`src/rtl/shift_unit.sv`:
```
// Multi-cycle shifter: SLL/SRL/SRA/ROL by a variable amount, applying at most
// STEP positions per cycle, with valid/ready handshakes on input and output.
module shift_unit #(
    parameter  int WIDTH   = 32,
    parameter  int STEP    = 4,
    localparam int SHAMT_W = $clog2(WIDTH)
) (
    input  logic               clk,
    input  logic               reset_n,
    input  logic               in_valid,
    output logic               in_ready,
    input  logic [1:0]         op,
    input  logic [WIDTH-1:0]   a,
    input  logic [SHAMT_W-1:0] shamt,
    output logic               out_valid,
    input  logic               out_ready,
    output logic [WIDTH-1:0]   y,
    output logic               busy
);

    // remaining never exceeds WIDTH-1, so a step larger than that is never taken
    localparam int KMAX = (STEP < WIDTH) ? STEP : WIDTH - 1;

    typedef enum logic [1:0] {
        S_IDLE  = 2'd0,
        S_SHIFT = 2'd1,
        S_DONE  = 2'd2
    } state_t;

    state_t             r_state;
    state_t             w_state_next;
    logic [WIDTH-1:0]   r_data;
    logic [1:0]         r_mode;
    logic [SHAMT_W-1:0] r_remaining;
    logic [SHAMT_W-1:0] w_k;
    logic [SHAMT_W-1:0] w_rem_next;
    logic [WIDTH-1:0]   w_shifted;
    logic [WIDTH-1:0]   w_cand [KMAX+1];
    logic               w_accept;

    assign w_accept   = in_valid && (r_state == S_IDLE);
    assign w_k        = (int'(r_remaining) >= STEP) ? SHAMT_W'(KMAX) : r_remaining;
    assign w_rem_next = r_remaining - w_k;
    assign y          = r_data;

    // One fixed-distance shifter per possible step size; the step mux picks one.
    generate
        for (genvar gi = 0; gi <= KMAX; gi++) begin : g_cand
            logic signed [WIDTH-1:0] w_sra;
            logic        [WIDTH-1:0] w_rol;

            assign w_sra = $signed(r_data) >>> gi;

            if (gi == 0) begin : g_rol0
                assign w_rol = r_data;
            end else begin : g_roln
                assign w_rol = {r_data[WIDTH-1-gi:0], r_data[WIDTH-1:WIDTH-gi]};
            end

            assign w_cand[gi] = (r_mode == 2'b00) ? (r_data << gi) :
                                (r_mode == 2'b01) ? (r_data >> gi) :
                                (r_mode == 2'b10) ? w_sra : w_rol;
        end
    endgenerate

    always_comb begin
        w_shifted = r_data;
        for (int i = 0; i <= KMAX; i++) begin
            if (w_k == SHAMT_W'(i)) begin
                w_shifted = w_cand[i];
            end
        end
    end

    always_ff @(posedge clk or negedge reset_n) begin
        if (!reset_n) begin
            r_state <= S_IDLE;
        end else begin
            r_state <= w_state_next;
        end
    end

    always_comb begin
        w_state_next = r_state;
        case (r_state)
            S_IDLE: begin
                if (in_valid) begin
                    w_state_next = (shamt == '0) ? S_DONE : S_SHIFT;
                end
            end
            S_SHIFT: begin
                if (w_rem_next == '0) begin
                    w_state_next = S_DONE;
                end
            end
            S_DONE: begin
                if (out_ready) begin
                    w_state_next = S_IDLE;
                end
            end
            default: w_state_next = S_IDLE;
        endcase
    end

    always_comb begin
        in_ready  = (r_state == S_IDLE);
        out_valid = (r_state == S_DONE);
        busy      = (r_state != S_IDLE);
    end

    always_ff @(posedge clk or negedge reset_n) begin
        if (!reset_n) begin
            r_data      <= '0;
            r_mode      <= '0;
            r_remaining <= '0;
        end else if (w_accept) begin
            r_data      <= a;
            r_mode      <= op;
            r_remaining <= shamt;
        end else if (r_state == S_SHIFT) begin
            r_data      <= w_shifted;
            r_remaining <= w_rem_next;
        end
    end

endmodule

```
`config.mk`:
```
export PLATFORM = sky130hd
export DESIGN_NAME = shift_unit
export DESIGN_NICKNAME = d
export VERILOG_FILES = /design/src/rtl/shift_unit.sv
export SDC_FILE = /design/constraint.sdc
export NUM_CORES = 1
export LEC_CHECK = 0
export BUFFER_PORTS_ARGS = -buffer_cell sky130_fd_sc_hd__buf_2
export CAP_MARGIN = 20
export CELL_PAD_IN_SITES_DETAIL_PLACEMENT = 2
export CELL_PAD_IN_SITES_GLOBAL_PLACEMENT = 2
export CORE_MARGIN = 8
export CORE_UTILIZATION = 33
export DETAILED_ROUTE_END_ITERATION = 10
export PLACE_DENSITY = 0.92
export REMOVE_ABC_BUFFERS = 1
export SYNTH_ARGS = -nofsm -noshare
export SYNTH_HDL_FRONTEND = slang
export SYNTH_SLANG_ARGS = --single-unit
export TNS_END_PERCENT = 5
```
`constraint.sdc`:
```
create_clock -name clk -period 6.4 [get_ports clk]
set_input_delay 1.28 -clock clk [delete_from_list [all_inputs] [get_ports clk]]
set_output_delay 1.28 -clock clk [all_outputs]
set_load 0.005 [all_outputs]
```
==> results of run 1 <==
==> per-layer routing <==
metal | vias to the layer above | global-route usage, % | wire length [um]
met4 | 0 | 7.675 | 346
met2 | 203 | 40.22 | 8788
li1 | 2122 | - | -
met5 | - | 0 | 0
met1 | 2441 | 29.09 | 7489
met3 | 33 | 4.155 | 1093
==> final cells by class <==
type | count | area (sq um)
fillers | 1393 | 6967
multi-input cells | 450 | 2541
flip-flops and latches | 41 | 1026
repair buffers | 83 | 450.4
well taps | 143 | 178.9
clock buffers | 7 | 142.6
inverters | 4 | 15.01
==> path summary, 6_finish.rpt <==
path	start	to	slack (ns)	cells past startpoint
max reg2reg	r_state[0]	y[18]	3.36	5
min reg2reg	y[9]	y[9]	0.62	2
max in group asynchronous	reset_n	y[5]	4.89	2
max	in_valid	y[18]	2.94	6
min in group asynchronous	reset_n	y[27]	0.99	1
min	y[9]	y[9]	0.62	2
==> flip-flops by register name, summed over array words and instances, names as in the netlist <==
| signal | count |
|---|---|
| y | 32 |
| r_mode | 2 |
| r_state | 2 |
| r_remaining | 5 |
==> layout by cell type (no fill, tap or decap), types with 6 or more instances in the layout <==
cell	synthesis	layout
buf_2	17	77
a21oi_1	74	73
o21ai_0	40	40
nand2b_1	6	6
nor2_1	34	34
dfrtp_1	41	41
a31oi_1	34	34
a211oi_1	19	19
nor2b_1	6	6
a22oi_1	6	6
nand3_1	104	104
nand2_1	58	58
==> worst max-delay path, delay by kind of cell <==
kind / cells / cell delay (ns)
buf+inv: 1 / 0.20
simple gates: 2 / 1.62
compound gates: 3 / 0.49
==> kinds of logic after synthesis <==
kind of cell | count (synthesis)
AO/OA/AOI/OAI | 204
XOR/XNOR | 1
adder cells (fa/ha/maj) | 1
buffers and inverters | 53
flip-flops | 41
multiplexers | 10
other | 1
AND/OR/NAND/NOR | 233
==> report_power, final <==
group          switching, mW  internal (mW)  leakage [nW]
Combinational           1.39          0.746          1.21
Clock                  0.114          0.154        0.0700
Sequential             0.320          0.405         0.493
Total                   1.82           1.30          1.77
==> through the flow <==
step	cell area [sq um]	util [%]	std cells	setup WS (ns)
2_1_floorplan	3565	-	495	3.432
3_3_place_gp	4184	36.96	720	2.831
3_5_place_dp	4184	36.96	720	2.660
4_1_cts	4327	38.22	727	2.965
5_1_grt	4354	38.46	728	2.815
6_report	4354	38.46	728	2.941
==> impl_metrics.yaml, run 1 <==
layout:
  area.growth.synth_to_final_pct: 14.70
  final_net_count: 629
  antenna_diode_instance_count: 0
  final_layout_size_suffix_gt1_share_pct: 17.95
route:
  dr.first_iter.drc_count: 360
  final_routed_wirelength_across_all_metal_layers_um: 17720
  vias: 4799
  routed_via_density: 6.592
  drt_first_pass_iters: 5
  drt.antenna.violating_nets: 0
  detail_route.drc_violations: 0
  wl_per_cell_um: 24.34
timing:
  min_period_ns: 3.459
  worst_clock_skew_ns: 0.004842
  hold_slack_ns: 0.6198
  timing.setup.tns_ns: 0
  timing.final.crit_share_pct: 54.04
  finalSetupViolations: 0
  finalHoldViolations: 0
  rsz_0062_raised_after_global_routing: "no"
  timing.max_slew.rel_slack_pct: 29.54
  report.final.slew_viol_count: 0
  worst-slew-pin-transition_ns: 1.057
  timing.fmax_mhz: 289.1
synthesis:
  synth_commonest_cells: "nand3_1, a21oi_1, nand2_1"
  synth_top_area_share_pct: 27.03
  largest_family_of_logic_cells_by_synthesized_area: "compound AO/OA/AOI/OAI gates"
  synth_cell_types: 60
  postSynth.topFlopCell: "dfrtp_1"
  synth_adder_area_share_pct: 0.3296
  ff_latch_count_synth: 41
  yosysSeqAreaShare_pct: 27.03
  post_synth.cell_area_avg_sq_um: 6.978
  fraction_of_the_mapped_netlist_area_in_simple_logic_gates_pct: 30.26
  post_synth_xor_xnor_area_pct: 0.4285
  yosysMostFrequentCell: "nand3_1"
  synth_mux_area_share_pct: 3.131
  share_of_flip_flops_with_an_asynchronous_set_or_reset_pct: 100.0
  synthesis.yosys.warnings: 0
  synth-edff-count: 0
  synthesis.area_sq_mm: 0.003796
  share_of_the_synthesized_area_in_compound_gates_ao_oa_aoi_oai_pct: 32.23
  yosys-top-cells-area: "dfrtp_1, nand3_1, a21oi_1, nand2_1, a31oi_1"
  netlist.top_cell.by_area: "dfrtp_1"
  syn-instance-count: 544
run:
  maxCapViolCount: 0
grt:
  total_global_routing_track_utilization_pct: 23.43
  grt_pass1_wl_um: 28640
  pin_count_of_the_biggest_net_entering_global_routing: 42
  number_of_antenna_violations_at_the_first_check_in_global_routing: 0
  grt_pass1_vias: 5223
  grt_overflow_total: 0
die:
  fp.coreArea_sq_mm: 0.01132
  rows: 39
  dieWidth_um: 123.3
  initial_utilization_pct: 33.53
  num_io_pins: 78
  floorplan.die_area_sq_mm: 0.01519
  die_h_um: 123.3
critical_path:
  end_kind: "register"
  critPathRequiredTime_ns: 6.56
  launching_element_type_of_the_critical_path: "primary input"
  critical-path-top-cell-by-count: "a21oi_1"
  critical_path.slowest_cell: "nand2_1"
  critical_path.max_fanout: 28
  worstPathCellList: "buf_2, or3b_2, nand2_1, a21oi_1, a211oi_1, a21oi_1"
  crit_path_max_incr_delay_ns: 0.85
  timing.critical_path.arrival_ns: 3.61
  critical_path_class: "in -> reg"
clock_network:
  post_cts_hold_buffer_count: 0
  cts-root-to-sink-buffers: 2
  number_of_buffers_inserted_during_clock_tree_synthesis: 5
  cts_repair_resize_count: 0
  clkTransAtPathRegs_ns: 0.07
  root_buffer: "clkbuf_16"
  cts_setup_buffers: 0
  cts.htree.levels: 2
  clk-insertion-delay-late_ns: 0.29
  cts_tree: "built"
  clock-sinks: 41
status:
  status: "complete, no violations"
power:
  power_leakage_nw: 1.770
  max-vdd-ir-drop_mv: 0.2465
  total_power_mw: 3.126
  powerDensity_mw_per_mm2: 718.0
placed_design:
  half_perimeter_wire_length_after_placement_um: 12110
  buffer_ports.inserted: 77
  routabilityCongestion: 0.8277
worst_hold_path:
  worstHoldPathType: "reg -> reg"
No activity file was read; power rests on OpenSTA's default activity.
==> inputs of run 2 (changes only) <==
--- a/config.mk
+++ b/config.mk
@@ -10,9 +10,9 @@
 export CELL_PAD_IN_SITES_DETAIL_PLACEMENT = 2
 export CELL_PAD_IN_SITES_GLOBAL_PLACEMENT = 2
 export CORE_MARGIN = 8
-export CORE_UTILIZATION = 33
+export CORE_UTILIZATION = 31
 export DETAILED_ROUTE_END_ITERATION = 10
-export PLACE_DENSITY = 0.92
+export PLACE_DENSITY = 0.88
 export REMOVE_ABC_BUFFERS = 1
 export SYNTH_ARGS = -nofsm -noshare
 export SYNTH_HDL_FRONTEND = slang
==> constraint.sdc (replaced) <==
create_clock -name clk -period 3.55 [get_ports clk]
set_input_delay 0.71 -clock clk [delete_from_list [all_inputs] [get_ports clk]]
set_output_delay 0.71 -clock clk [all_outputs]
set_load 0.005 [all_outputs]
==> run 2 against run 1 <==
Net effect:
- clock power increased by 83%
- worst hold slack got worse by 0.22 ns
- combinational power increased by 90%
- global-route usage decreased by 1.5 points
- die area increased by 5.6%
- count of clock-buffer cells in the layout decreased by 1
- critical path type is now reg -> reg
- utilization decreased by 1.5 points
- critical endpoint is now y[5]
- final area increased by 1.4%
- via count decreased by 0.33%
- first-iteration DRC count decreased by 33%
- routed wire length increased by 0.11%
==> impl_metrics.yaml, run 2 (synthesized netlist as in run 1, its figures left out) <==
timing:
  timing.max_slew.rel_slack_pct: 46.34
  timing.fmax_mhz: 397.1
  hold_slack_ns: 0.3993
  rsz_0062_raised_after_global_routing: "no"
  worst-slew-pin-transition_ns: 0.8023
  finalHoldViolations: 0
  timing.final.crit_share_pct: 70.93
  finalSetupViolations: 0
  worst_clock_skew_ns: 0.007908
  timing.setup.tns_ns: 0
  min_period_ns: 2.518
  report.final.slew_viol_count: 0
grt:
  total_global_routing_track_utilization_pct: 21.97
  grt_pass1_vias: 5342
  grt_overflow_total: 0
  pin_count_of_the_biggest_net_entering_global_routing: 42
  number_of_antenna_violations_at_the_first_check_in_global_routing: 0
  grt_pass1_wl_um: 29080
die:
  floorplan.die_area_sq_mm: 0.01604
  fp.coreArea_sq_mm: 0.01196
  dieWidth_um: 126.7
  num_io_pins: 78
  initial_utilization_pct: 31.74
  rows: 40
  die_h_um: 126.7
clock_network:
  cts-root-to-sink-buffers: 2
  cts_tree: "built"
  cts_setup_buffers: 0
  cts_repair_resize_count: 0
  cts.htree.levels: 2
  clkTransAtPathRegs_ns: 0.07
  clk-insertion-delay-late_ns: 0.30
  clock-sinks: 41
  number_of_buffers_inserted_during_clock_tree_synthesis: 5
  root_buffer: "clkbuf_16"
  post_cts_hold_buffer_count: 0
layout:
  antenna_diode_instance_count: 0
  final_net_count: 638
  flip_flop_count_of_the_largest_register_after_layout: 32
  area.growth.synth_to_final_pct: 16.31
  mostFrequentLayoutCell: "nand3_1"
  final_layout_size_suffix_gt1_share_pct: 19.36
  most-common-layout-cells: "nand3_1, buf_2, a21oi_1"
route:
  drt_first_pass_iters: 4
  final_routed_wirelength_across_all_metal_layers_um: 17740
  routed_via_density: 6.455
  drt.antenna.violating_nets: 0
  dr.first_iter.drc_count: 242
  vias: 4783
  detail_route.drc_violations: 0
  wl_per_cell_um: 23.94
power:
  p_sw_mw: 3.293
  max-vdd-ir-drop_mv: 0.3343
  power.share.sequential_pct: 20.4
  combinationalPowerShare_pct: 71.0
  switching_part_of_the_total_pct: 57.73
  pwr-share-clk_pct: 8.6
  total_power_mw: 5.705
  cellInternalPower_mw: 2.412
  power_leakage_nw: 1.807
  powerDensity_mw_per_mm2: 1292
critical_path:
  worstPathCellList: "or4b_4, nor2_4, a31oi_1, a31oi_1, a21oi_1"
  critical_path.slowest_cell: "or4b_4"
  crit_path_max_incr_delay_ns: 0.83
  critPathRequiredTime_ns: 3.73
  critical_path.max_fanout: 29
  launching_element_type_of_the_critical_path: "register"
  critical-path-top-delay-family: "simple AND/OR/NAND/NOR gates"
  end_kind: "register"
  cp.buffers_inverters: 0
  critical-path-top-cell-by-count: "a31oi_1"
  r2r.worst_path.cells: 5
  r2r-start: "r_remaining[3]"
  critical_path_class: "reg -> reg"
  timing.critical_path.arrival_ns: 2.70
  regToRegSetupSlack_ns: 1.03
  r2r-end: "y[5]"
run:
  maxCapViolCount: 0
status:
  status: "complete, no violations"
placed_design:
  buffer_ports.inserted: 77
  routabilityCongestion: 0.8345
  half_perimeter_wire_length_after_placement_um: 12110
worst_hold_path:
  worstHoldPathType: "in -> async"
## run 2: how the worst max path moves through the flow
| stage | cells past startpoint | to | startpoint |
|---|---|---|---|
| finish | 5 | y[5] | r_remaining[3] |
| global route | 8 | r_state[0] | r_remaining[3] |
| CTS | 5 | y[25] | r_remaining[3] |
| detailed placement | 7 | y[13] | in_valid |
| global placement | 7 | y[24] | in_valid |
| floorplan | 5 | y[0] | r_remaining[4] |
## run 2: power by group through the flow
| stage | registers [mW] | logic [mW] | clock network [mW] |
|---|---|---|---|
| 2_1_floorplan | 1.10 | 2.49 | 0 |
| 3_3_place_gp | 1.14 | 3.73 | 0 |
| 3_5_place_dp | 1.16 | 3.98 | 0 |
| 4_1_cts | 1.15 | 4.03 | 0.497 |
| 5_1_grt | 1.20 | 4.44 | 0.513 |
| 6_report | 1.17 | 4.05 | 0.491 |
## run 2: routing by layer
layer	GRT usage, %	part of all wire [%]
met1	27.53	45
met2	37.80	49
met3	3.184	4.4
met4	7.348	1.8
met5	0	0
## run 2: layout make-up
cell class,count,area [sq um]
sequential,41,1026
clock buffer,6,138.9
inverter,4,15.01
clock inverter,1,7.507
tap,147,183.9
multi-input combinational,450,2534
fill,1421,7546
timing repair buffer,92,510.5
## run 2: worst register-to-register path, stage by stage (launching register included)
cell	delay (ns)
dfrtp_1	0.52
or4b_4	0.83
nor2_4	0.59
a31oi_1	0.17
a31oi_1	0.20
a21oi_1	0.10
## run 2: per-stage QoR
stage | cell area, sq um | std cells | setup WS [ns] | util (%)
floorplan | 3565 | 495 | 1.095 | -
global placement | 4249 | 733 | 1.110 | 35.52
detailed placement | 4249 | 733 | 0.9694 | 35.52
CTS | 4395 | 740 | 1.053 | 36.75
global route | 4415 | 741 | 0.8584 | 36.91
finish | 4415 | 741 | 1.032 | 36.91
==> inputs of run 3 (changes only) <==
--- a/config.mk
+++ b/config.mk
@@ -10,9 +10,9 @@
 export CELL_PAD_IN_SITES_DETAIL_PLACEMENT = 2
 export CELL_PAD_IN_SITES_GLOBAL_PLACEMENT = 2
 export CORE_MARGIN = 8
-export CORE_UTILIZATION = 31
+export CORE_UTILIZATION = 28
 export DETAILED_ROUTE_END_ITERATION = 10
-export PLACE_DENSITY = 0.88
+export PLACE_DENSITY = 0.84
 export REMOVE_ABC_BUFFERS = 1
 export SYNTH_ARGS = -nofsm -noshare
 export SYNTH_HDL_FRONTEND = slang
==> constraint.sdc (replaced) <==
create_clock -name clk -period 2.2 [get_ports clk]
set_input_delay 0.44 -clock clk [delete_from_list [all_inputs] [get_ports clk]]
set_output_delay 0.44 -clock clk [all_outputs]
set_load 0.005 [all_outputs]
==> run 3 against run 2 <==
Net effect:
- worst hold slack lost 0.30 ns
- utilization fell by 1.6 points
- sequential share of layout area decreased by 1.3 points
- cell count is 6.6% higher
- critical path depth unchanged
- global-route usage down 1.8 points
- clock power increased by 59%
- routed wire length grew 1.5%
- sequential cell count is the same
- die area grew 9.3%
- critical path type unchanged
- largest cell class unchanged
- largest power group unchanged
==> impl_metrics.yaml, run 3 (synthesized netlist as in run 1, its figures left out) <==
status:
  status: "complete, no violations"
critical_path:
  r2r.worst_path.cells: 5
  regToRegSetupSlack_ns: 0.08
  critical_path.slowest_cell: "or4b_4"
  end_kind: "register"
  critPathRequiredTime_ns: 2.39
  crit_path_start: "r_remaining[3]"
  r2r-start: "r_remaining[3]"
  launching_element_type_of_the_critical_path: "register"
  crit_path_max_incr_delay_ns: 0.70
  r2r-end: "y[5]"
  critical_path_class: "reg -> reg"
  worstPathCellList: "or4b_4, nor2_8, nand3_1, a31oi_1, a21oi_1"
  critical_path.max_fanout: 25
  timing.critical_path.arrival_ns: 2.31
timing:
  setup_ws_ns: 0.08256
  timing.setup.tns_ns: 0
  finalSetupViolations: 0
  timing.max_slew.rel_slack_pct: 66.14
  report.final.slew_viol_count: 0
  timing.fmax_mhz: 472.3
  min_period_ns: 2.117
  rsz_0062_raised_after_global_routing: "no"
  timing.final.crit_share_pct: 96.25
  worst-slew-pin-transition_ns: 0.5068
  hold_slack_ns: 0.09751
  worst_clock_skew_ns: 0.004621
  finalHoldViolations: 0
clock_network:
  cts-root-to-sink-buffers: 2
  cts_setup_buffers: 0
  clk-insertion-delay-late_ns: 0.31
  clock-sinks: 41
  number_of_buffers_inserted_during_clock_tree_synthesis: 5
  cts_repair_resize_count: 0
  cts.htree.levels: 2
  clkTransAtPathRegs_ns: 0.07
  cts_tree: "built"
  post_cts_hold_buffer_count: 0
  root_buffer: "clkbuf_16"
die:
  rows: 42
  dieWidth_um: 132.4
  num_io_pins: 78
  initial_utilization_pct: 28.67
  die_h_um: 132.4
  fp.coreArea_sq_mm: 0.01324
  floorplan.die_area_sq_mm: 0.01754
layout:
  final_layout_size_suffix_gt1_share_pct: 21.82
  final_net_count: 657
  multi_input_area_sq_mm: 0.002546
  most-common-layout-cells: "nand3_1, buf_2, a21oi_1"
  antenna_diode_instance_count: 0
  area.growth.synth_to_final_pct: 23.10
  final-instance-count-excl-fill: 790
  final.fill_count: 1621
  mostFrequentLayoutCell: "nand3_1"
  sequential_cell_area_sq_mm: 0.001027
  flip_flop_count_of_the_largest_register_after_layout: 32
grt:
  grt_pass1_vias: 5172
  total_global_routing_track_utilization_pct: 20.15
  grt_overflow_total: 0
  number_of_antenna_violations_at_the_first_check_in_global_routing: 0
  grt_pass1_wl_um: 28920
  pin_count_of_the_biggest_net_entering_global_routing: 38
placed_design:
  preCtsSetupSlack_ns: 0.1074
  routabilityCongestion: 0.8457
  half_perimeter_wire_length_after_placement_um: 12990
  dpl.cell_count: 782
  buffer_ports.inserted: 77
route:
  dr.first_iter.drc_count: 240
  drt.antenna.violating_nets: 0
  final_routed_wirelength_across_all_metal_layers_um: 18000
  routed_via_density: 6.015
  drt_first_pass_iters: 5
  detail_route.drc_violations: 0
  wl_per_cell_um: 22.78
  vias: 4752
power:
  total_power_mw: 9.644
  powerDensity_mw_per_mm2: 2064
  power_leakage_nw: 1.922
  max-vdd-ir-drop_mv: 0.6506
worst_hold_path:
  worstHoldPathType: "in -> async"
run:
  maxCapViolCount: 0
-- run 3: changes by cell type in the layout (fill, tap and decap cells not counted), sizes merged --
cell	change
clkinvlp	-1
buf	+19
clkbuf	+2
-- run 3: how the worst max path moves through the flow --
stage | cells after the start | slack, ns | end
after detailed placement | 5 | 0.11 | y[5]
final | 5 | 0.08 | y[5]
after CTS | 6 | 0.10 | y[11]
after global routing | 8 | 0.005 | r_remaining[4]
after global placement | 8 | 0.15 | r_state[0]
after floorplan | 5 | -0.26 | y[0]
-- run 3: critical path: cells and delay by family (launching register included) --
kind | cells | cell delay [ns]
flops | 1 | 0.47
simple gates | 3 | 1.20
compound gates | 2 | 0.32
-- run 3: final cells by class --
class,count,area share [%]
clock buffers,8,2.918
inverters,4,0.3213
multi-input cells,450,54.48
flip-flops and latches,41,21.98
well taps,176,4.712
repair buffers,111,15.58
-- run 3: layer usage --
metal	vias up	track usage, %	part of all wire (%)
met2	141	33.71	48
met5	-	0	0
li1	2183	-	-
met4	0	5.363	1.3
met1	2410	25.83	46
met3	18	3.936	4.9
-- run 3: stage by stage --
stage,utilization (%),cell area (sq um)
final,35.29,4673
after global routing,35.29,4673
after CTS,35.19,4659
after detailed placement,34.16,4523
after global placement,34.16,4523
after floorplan,-,3565
-- run 3: report_power, final --
part | leakage (nW) | switching [mW] | internal (mW)
logic | 1.37 | 4.34 | 2.65
registers | 0.491 | 0.680 | 1.19
clock network | 0.0652 | 0.356 | 0.424
